`src/rtl/anim_frame_sequencer.sv`:
```
// anim_frame_sequencer: cycles through NUM_FRAMES ROM images. For each frame it
// raster-scans a SCREEN_W x SCREEN_H region at a latched origin, plotting one
// pixel per clock, then dwells DWELL_CYCLES before moving to the next frame.
// A userCont request is honoured only after the current frame is complete.
//
// Optional feature macro: CLEAR_BLACK_EN -- when defined, every start first
// scans the region once in black (CLEAR) before frame 0 is drawn.
//
// Ports:
//   clk, stateReset     clock (rising edge), asynchronous active-low reset
//   start               begin animation (sampled in IDLE only)
//   userCont            level request to exit after the current frame
//   xOrigin, yOrigin    region top-left, latched when a scan starts
//   x, y                pixel coordinate (origin + scan counters, modulo width)
//   romAddr             linear pixel address within the frame
//   memorySel           current frame index for the colour ROM mux
//   plot, black         pixel write enable, force-black colour
//   busy                high outside IDLE
//   frameDone, done     last-pixel pulse, exit pulse
module anim_frame_sequencer #(
    parameter int unsigned SCREEN_W     = 160,
    parameter int unsigned SCREEN_H     = 120,
    parameter int unsigned NUM_FRAMES   = 3,
    parameter int unsigned DWELL_CYCLES = 12500000,
    parameter int unsigned X_W          = 8,
    parameter int unsigned Y_W          = 7,
    parameter int unsigned ADDR_W       = 15,
    parameter int unsigned FRAME_W      = 5
) (
    input  logic               clk,
    input  logic               stateReset,
    input  logic               start,
    input  logic               userCont,
    input  logic [X_W-1:0]     xOrigin,
    input  logic [Y_W-1:0]     yOrigin,
    output logic [X_W-1:0]     x,
    output logic [Y_W-1:0]     y,
    output logic [ADDR_W-1:0]  romAddr,
    output logic [FRAME_W-1:0] memorySel,
    output logic               plot,
    output logic               black,
    output logic               busy,
    output logic               frameDone,
    output logic               done
);

    localparam int unsigned XC_W = (SCREEN_W > 1) ? $clog2(SCREEN_W) : 1;
    localparam int unsigned YC_W = (SCREEN_H > 1) ? $clog2(SCREEN_H) : 1;
    localparam int unsigned DW_W = (DWELL_CYCLES > 1) ? $clog2(DWELL_CYCLES) : 1;

    localparam logic [XC_W-1:0]    X_LAST     = XC_W'(SCREEN_W - 1);
    localparam logic [YC_W-1:0]    Y_LAST     = YC_W'(SCREEN_H - 1);
    localparam logic [DW_W-1:0]    DW_LAST    = DW_W'(DWELL_CYCLES - 1);
    localparam logic [FRAME_W-1:0] FRAME_LAST = FRAME_W'(NUM_FRAMES - 1);

    typedef enum logic [2:0] {
        S_IDLE,
        S_LOAD,
        S_DRAW,
        S_HOLD,
`ifdef CLEAR_BLACK_EN
        S_CLEAR,
`endif
        S_EXIT
    } state_t;

    state_t             state_q, state_d;
    logic [XC_W-1:0]    xcnt_q, xcnt_d;
    logic [YC_W-1:0]    ycnt_q, ycnt_d;
    logic [DW_W-1:0]    dwell_q, dwell_d;
    logic [X_W-1:0]     xo_q, xo_d;
    logic [Y_W-1:0]     yo_q, yo_d;
    logic               pend_q, pend_d;
    logic [ADDR_W-1:0]  addr_d;
    logic [FRAME_W-1:0] sel_d;
    logic [X_W-1:0]     x_d;
    logic [Y_W-1:0]     y_d;
    logic               plot_d, black_d, busy_d, frame_done_d, done_d;
    logic               last_px;

    // Next-state, counters and next output values; outputs flop from these.
    always_comb begin
        state_d = state_q;
        xcnt_d  = xcnt_q;
        ycnt_d  = ycnt_q;
        dwell_d = dwell_q;
        xo_d    = xo_q;
        yo_d    = yo_q;
        pend_d  = pend_q;
        addr_d  = romAddr;
        sel_d   = memorySel;
        last_px = (xcnt_q == X_LAST) && (ycnt_q == Y_LAST);

        case (state_q)
            S_IDLE: begin
                if (start) begin
                    sel_d  = '0;
                    xo_d   = xOrigin;
                    yo_d   = yOrigin;
                    xcnt_d = '0;
                    ycnt_d = '0;
                    addr_d = '0;
`ifdef CLEAR_BLACK_EN
                    state_d = S_CLEAR;
`else
                    state_d = S_LOAD;
`endif
                end
            end
            S_LOAD: begin
                xo_d    = xOrigin;
                yo_d    = yOrigin;
                xcnt_d  = '0;
                ycnt_d  = '0;
                addr_d  = '0;
                dwell_d = '0;
                state_d = S_DRAW;
            end
`ifdef CLEAR_BLACK_EN
            S_CLEAR: begin
                if (userCont) pend_d = 1'b1;
                if (last_px) begin
                    state_d = S_LOAD;
                end else begin
                    addr_d = romAddr + ADDR_W'(1);
                    if (xcnt_q == X_LAST) begin
                        xcnt_d = '0;
                        ycnt_d = ycnt_q + YC_W'(1);
                    end else begin
                        xcnt_d = xcnt_q + XC_W'(1);
                    end
                end
            end
`endif
            S_DRAW: begin
                // Exit is deferred so a frame is never left half drawn.
                if (userCont) pend_d = 1'b1;
                if (last_px) begin
                    state_d = S_HOLD;
                end else begin
                    addr_d = romAddr + ADDR_W'(1);
                    if (xcnt_q == X_LAST) begin
                        xcnt_d = '0;
                        ycnt_d = ycnt_q + YC_W'(1);
                    end else begin
                        xcnt_d = xcnt_q + XC_W'(1);
                    end
                end
            end
            S_HOLD: begin
                // Exit takes priority over the dwell terminal count.
                if (pend_q || userCont) begin
                    state_d = S_EXIT;
                end else if (dwell_q == DW_LAST) begin
                    sel_d   = (memorySel == FRAME_LAST) ? '0 : memorySel + FRAME_W'(1);
                    state_d = S_LOAD;
                end else begin
                    dwell_d = dwell_q + DW_W'(1);
                end
            end
            S_EXIT: begin
                pend_d  = 1'b0;
                state_d = S_IDLE;
            end
            default: state_d = S_IDLE;
        endcase

        plot_d       = (state_d == S_DRAW);
        black_d      = 1'b0;
`ifdef CLEAR_BLACK_EN
        plot_d       = plot_d || (state_d == S_CLEAR);
        black_d      = (state_d == S_CLEAR);
`endif
        busy_d       = (state_d != S_IDLE);
        done_d       = (state_d == S_EXIT);
        frame_done_d = (state_d == S_DRAW) && (xcnt_d == X_LAST) && (ycnt_d == Y_LAST);
        x_d          = xo_d + X_W'(xcnt_d);
        y_d          = yo_d + Y_W'(ycnt_d);
    end

    // State, counters and registered outputs.
    always_ff @(posedge clk or negedge stateReset) begin
        if (!stateReset) begin
            state_q   <= S_IDLE;
            xcnt_q    <= '0;
            ycnt_q    <= '0;
            dwell_q   <= '0;
            xo_q      <= '0;
            yo_q      <= '0;
            pend_q    <= 1'b0;
            romAddr   <= '0;
            memorySel <= '0;
            x         <= '0;
            y         <= '0;
            plot      <= 1'b0;
            black     <= 1'b0;
            busy      <= 1'b0;
            frameDone <= 1'b0;
            done      <= 1'b0;
        end else begin
            state_q   <= state_d;
            xcnt_q    <= xcnt_d;
            ycnt_q    <= ycnt_d;
            dwell_q   <= dwell_d;
            xo_q      <= xo_d;
            yo_q      <= yo_d;
            pend_q    <= pend_d;
            romAddr   <= addr_d;
            memorySel <= sel_d;
            x         <= x_d;
            y         <= y_d;
            plot      <= plot_d;
            black     <= black_d;
            busy      <= busy_d;
            frameDone <= frame_done_d;
            done      <= done_d;
        end
    end

endmodule

```
`config.mk`:
```
export PLATFORM = sky130hd
export DESIGN_NAME = anim_frame_sequencer
export DESIGN_NICKNAME = d
export VERILOG_FILES = /design/src/rtl/anim_frame_sequencer.sv
export SDC_FILE = /design/constraint.sdc
export NUM_CORES = 1
export LEC_CHECK = 0
export CAP_MARGIN = 20
export CORE_MARGIN = 5
export CORE_UTILIZATION = 56
export DETAILED_ROUTE_END_ITERATION = 7
export GPL_ROUTABILITY_DRIVEN = 0
export PLACE_DENSITY = 0.8
export SYNTH_ARGS = -nofsm -noshare
export SYNTH_HDL_FRONTEND = slang
export SYNTH_SLANG_ARGS = --single-unit
export TNS_END_PERCENT = 20
```
`constraint.sdc`:
```
create_clock -name clk -period 4 [get_ports clk]
set_input_delay 0.8 -clock clk [delete_from_list [all_inputs] [get_ports clk]]
set_output_delay 0.8 -clock clk [all_outputs]
set_load 0.005 [all_outputs]
```
# Yosys cells after proc, flatten, opt, wreduce, memory -nomap -nowiden
# Index checks and enable logic that the tools add are counted.
word_totals:
  ff_bits: 97
  inputBits: 19
  output_inout_bits: 40
  elab_cells: 84
classes:
  addsub: 7
  n_eq_ne: 18
  mux: 30
  n_reduce_logical: 14
op_table:
  columns: ["operator", "count"]
  rows:
  - ["$mux W24", 2]
  - ["$pmux W24 S2", 1]
  - ["$pmux W15 S3", 1]
  - ["$mux W8", 4]
  - ["$mux W15", 2]
  - ["$mux W7", 4]
  - ["$add A24 B1 Y24 const B", 1]
  - ["$eq A24 B24 Y1 const B", 1]
  - ["$pmux W8 S3", 1]
  - ["$pmux W7 S3", 1]
  - ["$mux W5", 4]
  - ["$eq A8 B8 Y1 const B", 2]
  - ["$pmux W8 S2", 1]
  - ["$add A15 B1 Y15 const B", 1]
  - ["$eq A7 B7 Y1 const B", 2]
  - ["$pmux W7 S2", 1]
  - ["$mux W3", 4]
  - ["$ne A2 B2 Y1 const B", 6]
  - ["$pmux W3 S4", 1]
  - ["$pmux W5 S2", 1]
  - ["$eq A3 B2 Y1 const B", 3]
  - ["$add A8 B1 Y8 const B", 1]
  - ["$add A8 B8 Y8", 1]
  - ["$add A7 B1 Y7 const B", 1]
  - ["15 further kinds", 22]

# Depth between registers and ports, before layout
# Gate-level depths: netlist of run 1.
depth:
  ltp_word: 7
  ltp_mapped: 14
  depth_no_buf: 14

# Worst setup path before layout of run 1
# OpenSTA, ideal clock, no wires.
synth_timing:
  path_kind: "input port to flip-flop"
  from: "in start"
  to: "reg x[7]"
  setup_ps: 134
  arrival_time_ps: 3406
  required_time_ps: 3866
  setup_slack_ps: 460
  path_stages: 12
  n_path_buf: 2
  cell_sequence: "o21bai_1 > nor2_1 > buf_2 > buf_1 > mux2_2 > ha_1 > a21oi_1 > maj3_1 > a211oi_1 > a2111o_1 > a21oi_1 > xnor3_1"
synth_between:
  elab_chain_len: 3
  word_cells_on_any_way: 5
  cone_classes: "1 x add/sub; 4 x mux"
synth_lines:
  columns: ["item", "line", "text"]
  rows:
  - ["from (decl)", "32", "input logic start,"]
  - ["$mux W8", "96", "if (start) begin"]
  - ["$pmux W8 S2", "94", "case (state_q)"]
  - ["named net xo_d[0]", "71", "logic [X_W-1:0] xo_q, xo_d;"]
  - ["$add A8 B8 Y8", "177", "x_d = xo_d + X_W'(xcnt_d);"]
  - ["named net x_d[7]", "76", "logic [X_W-1:0] x_d;"]
  - ["to (signal assigned)", "193", "x <= '0;"]
  - ["to (signal assigned)", "210", "x <= x_d;"]
  - ["to (decl)", "36", "output logic [X_W-1:0] x,"]
# The timed path passes the listed nets, and every way through them passes these cells.
# A chain may end at the register's enable or synchronous reset.

# Worst setup path after layout of run 1
layout_timing:
  from: "reg ycnt_q[0]"
  to: "reg y[6]"
layout_between:
  elab_chain_len: 5
  word_cells_on_any_way: 8
  cone_classes: "2 x add/sub; 1 x eq/ne; 4 x mux; 1 x reduce/logical"
layout_lines:
  columns: ["item", "line", "text"]
  rows:
  - ["from (decl)", "69", "logic [YC_W-1:0] ycnt_q, ycnt_d;"]
  - ["from (signal assigned)", "203", "ycnt_q <= ycnt_d;"]
  - ["$add A7 B1 Y7 / $eq A7 B7 Y1 (equally long branches)", "144, 92", null]
  - ["$mux W7 / $logic_and A1 B1 Y1 (equally long branches)", "142, 92", null]
  - ["$mux W7", "138", "if (last_px) begin"]
  - ["$pmux W7 S3 *", "94", null]
  - ["named net ycnt_d[0]", "69", null]
  - ["$add A7 B7 Y7 *", "178", "y_d = yo_d + Y_W'(ycnt_d);"]
  - ["named net y_d[6]", "77", "logic [Y_W-1:0] y_d;"]
  - ["to (signal assigned)", "211", "y <= y_d;"]
  - ["to (decl)", "37", "output logic [Y_W-1:0] y,"]
# The timed path passes the listed nets; every way through them passes the cells marked *.

==> metrics, run 1 <==
status=completed; Tcrit/Tclk final=0.923; Die Wd=about 100 um; RSZ-0062 raised after global routing=false; Distinct cells, synth=70; nets@finish=599; CP dominant cell by count=ha_1; Antenna Nets Post-Route=0; die area=between 10,000 and 15,000 um2; gr ovfl total=0; total number of vias=just under 4,000; Syn Inst Count=between 400 and 500; WP data arrival=around 4000 ps; number of enable flip-flop cells after synthesis=0; Post-Place Worst Slack=around 0.24 ps; Clock Pin Slew Worst Setup and Hold Paths=approximately 90 ps; Crit Path Class=reg -> reg; TritonCTS clock tree=built; Hold Crit Class=in -> async; VDD IR-drop max=0.359 mV; Mapped Nets=527; Fin Hold WS=between 400 and 500 ps; CTS H-tree lvls=3; number of global-route vias before repair=roughly 4,000; Critical Path RT=4240 ps; first-pass GRT wire length=about 18 mm; placed insts=660; FP Rows=34; top_reg_cell synth=dfrtp_1; Clock Skew=~11 ps; vias per std cell=approximately 5.7; die height=about 100 um; CTS Buf Count=9; sequential fraction of the synthesis area=0.482; PwrDens=597 nW/um2; final hold violations=0; clk sinks=97; Cell Area, Synth=approximately 5000 um2; Routed wire per std cell=between 15 and 20 um; Setup crit start kind=flip-flop; Synth-to-Final Area Change=19.2%; Post-CTS Repair Setup Buffers=0; largest net degree at the start of global routing=just over 60; Detailed Route WL=10.4 mm; yosys warns=0; Bufs on Longest Clock Path=2; Iteration-0 DRC Markers=210; critical path cell sequence=ha_1, and4b_4, a211oi_4, nand2b_1, a31oi_1, ha_1, ha_1, a41o_1, a31oi_1, a211oi_1, a2111o_1, a21oi_2, xnor3_1; dpl hpwl=between 7 and 8 mm; R2R setup slack=310 ps; CP Max Fanout=7; overall power=3.59 mW; Syn Area/Cell=roughly 10 um2; min Tclk post-route=between 3000 and 4000 ps; Final setup viols=0; fmax=271 MHz; Setup WS post-layout=309 ps; drt pass-1 iters=4; max incr delay on CP=between 400 and 500 ps; non-filler cells, final=between 600 and 700; Ant. Diodes=0; TNS Setup=0 ps; FFs w/ async S/R, synth=1.00; Leakage=2.70 nW; CTS resizes=0; hold_buf cts=0; root buf cell=clkbuf_8; share of post-route cells with drive strength above 1=0.116; I/O pins=slightly below 60; Slew headroom=0.497; Starting Density=0.575; Port Buf Inserts=57; Post-route DRC=0; critical path's slowest cell=dfrtp_1; Critical Path End Type=flip-flop; initial antenna violation count=0; clk_lat worst skew=between 300 and 400 ps; All-Layer GR Usage=0.198; Slew Limit Fails=0; max-cap violation count=0; Slew @ Worst Pin=approximately 750 ps; Yosys reg bits=between 90 and 100; core outline area=roughly 9000 um2
==> area by class of cell <==
type	count	area [um2]
Inverter	21	78.8
Timing Repair Buffer	75	703
Clock buffer	11	131
Sequential cell	97	2430
Tap cell	108	135
Clock inverter	5	80.1
Fill cell	672	2750
Multi-Input combinational cell	359	2450
==> cell usage in the layout (no fill, tap or decap), types with 4 or more instances in the layout <==
| cell | count |
|---|---|
| inv_1 | 19 |
| nand4_1 | 9 |
| nand3_1 | 23 |
| a21oi_1 | 17 |
| nor2b_1 | 4 |
| xor2_1 | 24 |
| nor2_1 | 56 |
| ha_1 | 16 |
| or3_1 | 4 |
| and3_1 | 9 |
| clkbuf_8 | 9 |
| nor3_1 | 14 |
| a21o_1 | 4 |
| and4_1 | 5 |
| buf_4 | 19 |
| o21ai_0 | 25 |
| xnor2_1 | 21 |
| clkdlybuf4s50_1 | 56 |
| o31ai_1 | 6 |
| nand2_1 | 38 |
| dfrtp_1 | 97 |
| a31oi_1 | 8 |
| mux2_2 | 12 |
==> through the flow <==
step | util | cell area (um2)
after floorplan | - | 5040
after detailed placement | 0.662 | 5800
final | 0.686 | 6010
after global routing | 0.686 | 6010
after CTS | 0.686 | 6010
after global placement | 0.662 | 5800
==> report_power, final <==
group          switching (mW)  internal [mW]
clock network           0.324          0.352
logic                   0.778          0.739
registers               0.167           1.23
==> cell families (layout without fill, tap and decap cells) <==
family                   after synthesis  in the layout  synth area share
buffers and inverters                 35            112            0.0323
flip-flops                            97             97             0.482
AND/OR/NAND/NOR                      188            188             0.197
XOR/XNOR                              47             47            0.0871
other                                  1              1          0.000744
adder cells (fa/ha/maj)               20             20            0.0496
AO/OA/AOI/OAI                         87             87             0.117
multiplexers                          16             16            0.0350
==> Yosys cell counts (2+ instances only) <==
library cell | count | area [um2]
a2111o_1 | 2 | 22.5
a211oi_1 | 3 | 22.5
a21o_1 | 4 | 30.0
a21oi_1 | 17 | 85.1
a21oi_2 | 2 | 17.5
a22o_1 | 2 | 17.5
a22oi_1 | 2 | 15.0
a31oi_1 | 8 | 50.1
and2_1 | 3 | 18.8
and3_1 | 9 | 56.3
and4_1 | 5 | 43.8
and4b_1 | 3 | 30.0
buf_2 | 4 | 20.0
buf_4 | 3 | 22.5
buf_6 | 2 | 22.5
clkbuf_1 | 4 | 15.0
dfrtp_1 | 97 | 2430
ha_1 | 16 | 200
inv_1 | 19 | 71.3
inv_2 | 2 | 7.51
maj3_1 | 3 | 30.0
mux2_2 | 12 | 135
mux2i_1 | 3 | 30.0
nand2_1 | 38 | 143
nand2b_1 | 3 | 18.8
nand3_1 | 23 | 115
nand4_1 | 9 | 56.3
nor2_1 | 57 | 214
nor2b_1 | 4 | 25.0
nor3_1 | 14 | 70.1
nor4b_1 | 2 | 17.5
o21ai_0 | 25 | 125
o31ai_1 | 6 | 45.0
or2_2 | 2 | 12.5
or3_1 | 4 | 25.0
xnor2_1 | 21 | 184
xnor3_1 | 2 | 45.0
xor2_1 | 24 | 210
==> worst max-delay path, delay by kind of cell, from the launching register on <==
kind / cells / cell delay [ps]
adder cells (fa/ha/maj): 3 / 730
flip-flops: 1 / 440
AND/OR/NAND/NOR: 2 / 530
AO/OA/AOI/OAI: 7 / 1550
XOR/XNOR: 1 / 310
==> worst paths after layout <==
path	from	to	cells past startpoint
max in group asynchronous	stateReset	xcnt_q[0]	2
min reg2reg	yo_q[3]	yo_q[3]	1
min	stateReset	y[4]	1
min in group clk	yo_q[3]	yo_q[3]	1
max reg2reg	ycnt_q[0]	y[6]	13
max	ycnt_q[0]	y[6]	13
==> registers in the layout, summed over array words and instances (netlist names) <==
register / flops
romAddr: 15
dwell_q: 24
x: 8
xcnt_q: 8
pend_q: 1
memorySel: 5
frameDone: 1
plot: 1
y: 7
done: 1
ycnt_q: 7
busy: 1
xo_q: 8
state_q: 3
yo_q: 7
==> metal layers <==
metal,routed length [um],up-vias,GRT usage
li1,-,1878,-
met1,4870,1861,0.281
met2,4860,111,0.311
met3,561,11,0.0450
met4,107,0,0.0457
met5,0,-,0
(Power assumes the default switching activity.)
==> run 2: changes to the inputs <==
CORE_MARGIN = unset   (was 5)
==> run 2 against run 1 <==
Against the previous run: flip-flop and latch count unchanged; first-iteration DRC count is 62% higher; routed wire length grew 1.2%; combinational power about the same; setup slack worse by 4.1 ps; largest power group unchanged; die area down 15%; core utilization up 0.48 points; via count is 3.1% higher.
==> metrics, run 2 (synthesis results as in run 1) <==
status=completed; Iteration-0 DRC Markers=340; Slew headroom=0.565; CTS resizes=0; Slew Limit Fails=0; dpl hpwl=7.65 mm; die height=96.9 um; PwrDens=~600 nW/um2; most frequent cells in the layout=dfrtp_1 (97), nor2_1 (56), clkdlybuf4s50_1 (56); Post-route DRC=0; root buf cell=clkbuf_8; Antenna Nets Post-Route=0; vias per std cell=roughly 5.9; Post-CTS Repair Setup Buffers=0; Final setup viols=0; drt pass-1 iters=5; CP Max Fanout=8; first-pass GRT wire length=between 15 and 20 mm; min Tclk post-route=around 3700 ps; largest net degree at the start of global routing=52; R2R setup slack=roughly 330 ps; Die Wd=96.9 um; share of post-route cells with drive strength above 1=0.120; clk sinks=97; Slew @ Worst Pin=between 600 and 700 ps; fill cell count=approximately 660; All-Layer GR Usage=0.240; Hold Crit Class=in -> async; area occupied by multi-input gates=roughly 2500 um2; final hold violations=0; CTS Buf Count=9; TritonCTS clock tree=built; WP data arrival=approximately 3900 ps; Clock Pin Slew Worst Setup and Hold Paths=roughly 90 ps; Biggest register=dwell_q; max reg flops=24; nets@finish=about 600; initial antenna violation count=0; die area=9390 um2; total number of vias=approximately 4,000; Critical Path RT=4240 ps; Setup WS post-layout=between 300 and 400 ps; core outline area=8720 um2; TNS Setup=0 ps; Tcrit/Tclk final=0.924; Synth-to-Final Area Change=19.5%; Port Buf Inserts=57; Bufs on Longest Clock Path=2; biggest regs=dwell_q (24), romAddr (15); Clock Skew=between 15 and 20 ps; Detailed Route WL=about 11 mm; Post-Place Worst Slack=-34.3 ps; register area=2430 um2; gr ovfl total=0; I/O pins=59; number of global-route vias before repair=3,973; most common cell after layout, fill and taps aside=dfrtp_1; overall power=roughly 3.6 mW; Setup crit start kind=input port; VDD IR-drop max=around 0.4 mV; RSZ-0062 raised after global routing=false; FP Rows=34; Routed wire per std cell=between 15 and 20 um; Critical Path End Type=flip-flop; non-filler cells, final=677; Ant. Diodes=0; Leakage=~2.7 nW; fmax=roughly 270 MHz; max-cap violation count=0; Crit Path Class=in -> reg; clk_lat worst skew=360 ps; Starting Density=0.578; hold_buf cts=0; placed insts=approximately 660; CTS H-tree lvls=3
-- run 2: changes by cell type in the layout (fill, tap and decap cells not counted) --
cell and change:
buf_4 +2, clkinv_4 +1, clkinvlp_4 -1, clkbuf_1 -1
-- run 2: worst paths after layout --
check	from	endpoint	cells past startpoint
hold / removal	stateReset	y[4]	1
min in group clk	yo_q[5]	yo_q[5]	1
hold reg to reg	yo_q[5]	yo_q[5]	1
setup / recovery	start	y[6]	13
setup reg to reg	ycnt_q[0]	y[6]	13
max in group asynchronous	stateReset	xcnt_q[1]	2
-- run 2: cell type report --
type                            count  share of cell area
Clock inverter                      5              0.0135
Timing Repair Buffer               77               0.119
Inverter                           21              0.0131
Multi-Input combinational cell    359               0.407
Clock buffer                       10              0.0212
Sequential cell                    97               0.403
Tap cell                          108              0.0224
-- run 2: where the power goes --
part	switching (mW)	total (mW)	internal (mW)
registers	0.170	1.40	1.23
clock network	0.321	0.670	0.349
logic	0.786	1.54	0.754
-- run 2: worst max-delay path, stage by stage --
cell and delay (ps):
clkdlybuf4s50_1 560, o21bai_1 130, nor2_2 130, buf_4 210
mux2_2 380, ha_1 200, ha_1 200, a41o_1 200
a31oi_1 160, a211oi_1 70, a2111o_1 410, a21oi_2 160
xnor3_1 320
-- run 2: per-layer routing --
layer	part of all wire	global-route usage	vias up
met5	0	0	-
met1	0.45	0.321	1936
met2	0.49	0.394	133
met4	0.016	0.0976	0
met3	0.045	0.0361	22
li1	-	-	1889
-- run 2: through the flow --
step | utilization | area (um2) | hold slack, ps
after floorplan | - | 5040 | 468
after global placement | 0.667 | 5810 | 485
after detailed placement | 0.667 | 5810 | 492
after CTS | 0.691 | 6020 | 476
after global routing | 0.691 | 6020 | 505
final | 0.691 | 6020 | 466
==> run 3: changes to the inputs <==
CORE_ASPECT_RATIO = 1.25   (was unset)
SKIP_LAST_GASP = 1   (was unset)
==> run 3 against run 2 <==
Against the previous run: power fell by 5.3%; first-iteration DRC count is 29% lower; critical path type is now reg -> reg; final area is 1.4% lower; clock skew is 2.5 ps lower.
==> metrics, run 3 (synthesis results as in run 1) <==
status=completed; CTS Buf Count=9; Synth-to-Final Area Change=17.8%; Final setup viols=0; most common cell after layout, fill and taps aside=dfrtp_1; Setup crit start kind=flip-flop; fmax=between 200 and 300 MHz; All-Layer GR Usage=0.241; CTS resizes=0; Final Cell Area=slightly below 6000 um2; number of global-route vias before repair=roughly 3,800; vias per std cell=5.74; reg2reg end=x[7]; Leakage=2.66 nW; max reg flops=24; Hold Crit Class=reg -> reg; max-cap violation count=0; Clock Skew=13.0 ps; biggest regs=dwell_q (24), romAddr (15); Tcrit/Tclk final=0.951; largest net degree at the start of global routing=64; dpl hpwl=around 7.7 mm; CTS H-tree lvls=3; Critical Path RT=about 4200 ps; fill cell count=approximately 670; die height=~110 um; R2R depth=11; Clock Pin Slew Worst Setup and Hold Paths=90 ps; Critical Path End Type=flip-flop; Starting Density=0.579; Antenna Nets Post-Route=0; die area=between 9000 and 10,000 um2; final hold violations=0; clk_lat worst skew=370 ps; Slew @ Worst Pin=about 770 ps; VDD IR-drop max=slightly above 0.3 mV; Bufs on Longest Clock Path=2; gr ovfl total=0; min Tclk post-route=roughly 3800 ps; Iteration-0 DRC Markers=240; R2R setup slack=slightly below 200 ps; Post-route DRC=0; total number of vias=slightly below 4,000; most frequent cells in the layout=dfrtp_1 (97), nor2_1 (56), clkdlybuf4s50_1 (56); hold_buf cts=0; TritonCTS clock tree=built; clk sinks=slightly below 100; Port Buf Inserts=57; Crit Path Class=reg -> reg; nets@finish=593; FP Rows=38; WHS Path Cells=1; Hold Path End=xo_q[0]; share of post-route cells with drive strength above 1=0.107; CP Max Fanout=7; min-delay src=xo_q[0]; PwrDens=roughly 580 nW/um2; Slew headroom=0.487; Post-CTS Repair Setup Buffers=0; first-pass GRT wire length=between 15 and 20 mm; Routed wire per std cell=15.2 um; Area after DPL=slightly below 6000 um2; Detailed Route WL=~10 mm; drt pass-1 iters=6; I/O pins=slightly below 60; initial antenna violation count=0; RSZ-0062 raised after global routing=false; core outline area=between 8000 and 9000 um2; WP data arrival=approximately 4000 ps; root buf cell=clkbuf_8; Ant. Diodes=0; Slew Limit Fails=0; Die Wd=around 87 um; Biggest register=dwell_q; overall power=3.42 mW; Reg-to-Reg Start=ycnt_q[0]
[run 3: report_power, final]
part | switching, mW | leakage [nW] | total [mW] | internal (mW)
Combinational | 0.764 | 1.32 | 1.46 | 0.695
Sequential | 0.161 | 1.26 | 1.39 | 1.23
Clock | 0.316 | 0.0871 | 0.567 | 0.251
Total | 1.24 | 2.66 | 3.42 | 2.18
[run 3: layout make-up]
class / instances / area (um2) / area share
clock buffers: 11 / 151 / 0.0255
flip-flops and latches: 97 / 2430 / 0.409
clock inverters: 3 / 17.5 / 0.00295
multi-input cells: 359 / 2450 / 0.413
well taps: 120 / 150 / 0.0253
repair buffers: 69 / 658 / 0.111
inverters: 21 / 78.8 / 0.0133
[run 3: critical path: stages (launching register included)]
cell	delay [ps]
dfrtp_1	440
ha_1	290
and4b_4	320
a211oi_4	110
nand2b_1	280
o41ai_1	710
ha_1	410
nand2_1	110
a211oi_1	50
a2111o_1	410
a21oi_1	210
xnor3_1	340
[run 3: stage by stage]
step           setup WS, ps   util  TNS, ps  instances  hold slack [ps]
3_5_place_dp          -11.0  0.663    -11.0        666              490
3_3_place_gp           74.1  0.663        0        666              483
5_1_grt                19.3  0.682        0        680              531
6_report                197  0.682        0        680              504
2_1_floorplan           460      -        0        491              468
4_1_cts                 266  0.682        0        680              510
[run 3: worst max path at each step]
stage	start	endpoint	slack, ps	depth (start not counted)
floorplan	start	x[7]	460	12
global placement	start	y[6]	70	12
detailed placement	start	x[7]	-10	11
CTS	ycnt_q[0]	x[7]	270	11
global route	ycnt_q[0]	x[7]	20	11
finish	ycnt_q[0]	x[7]	200	11
[run 3: routing by layer]
metal | wire length [um] | vias up | track usage
met3 | 509 | 35 | 0.0420
met2 | 5250 | 131 | 0.400
li1 | - | 1866 | -
met4 | 332 | 0 | 0.124
met1 | 4270 | 1872 | 0.302
met5 | 0 | - | 0
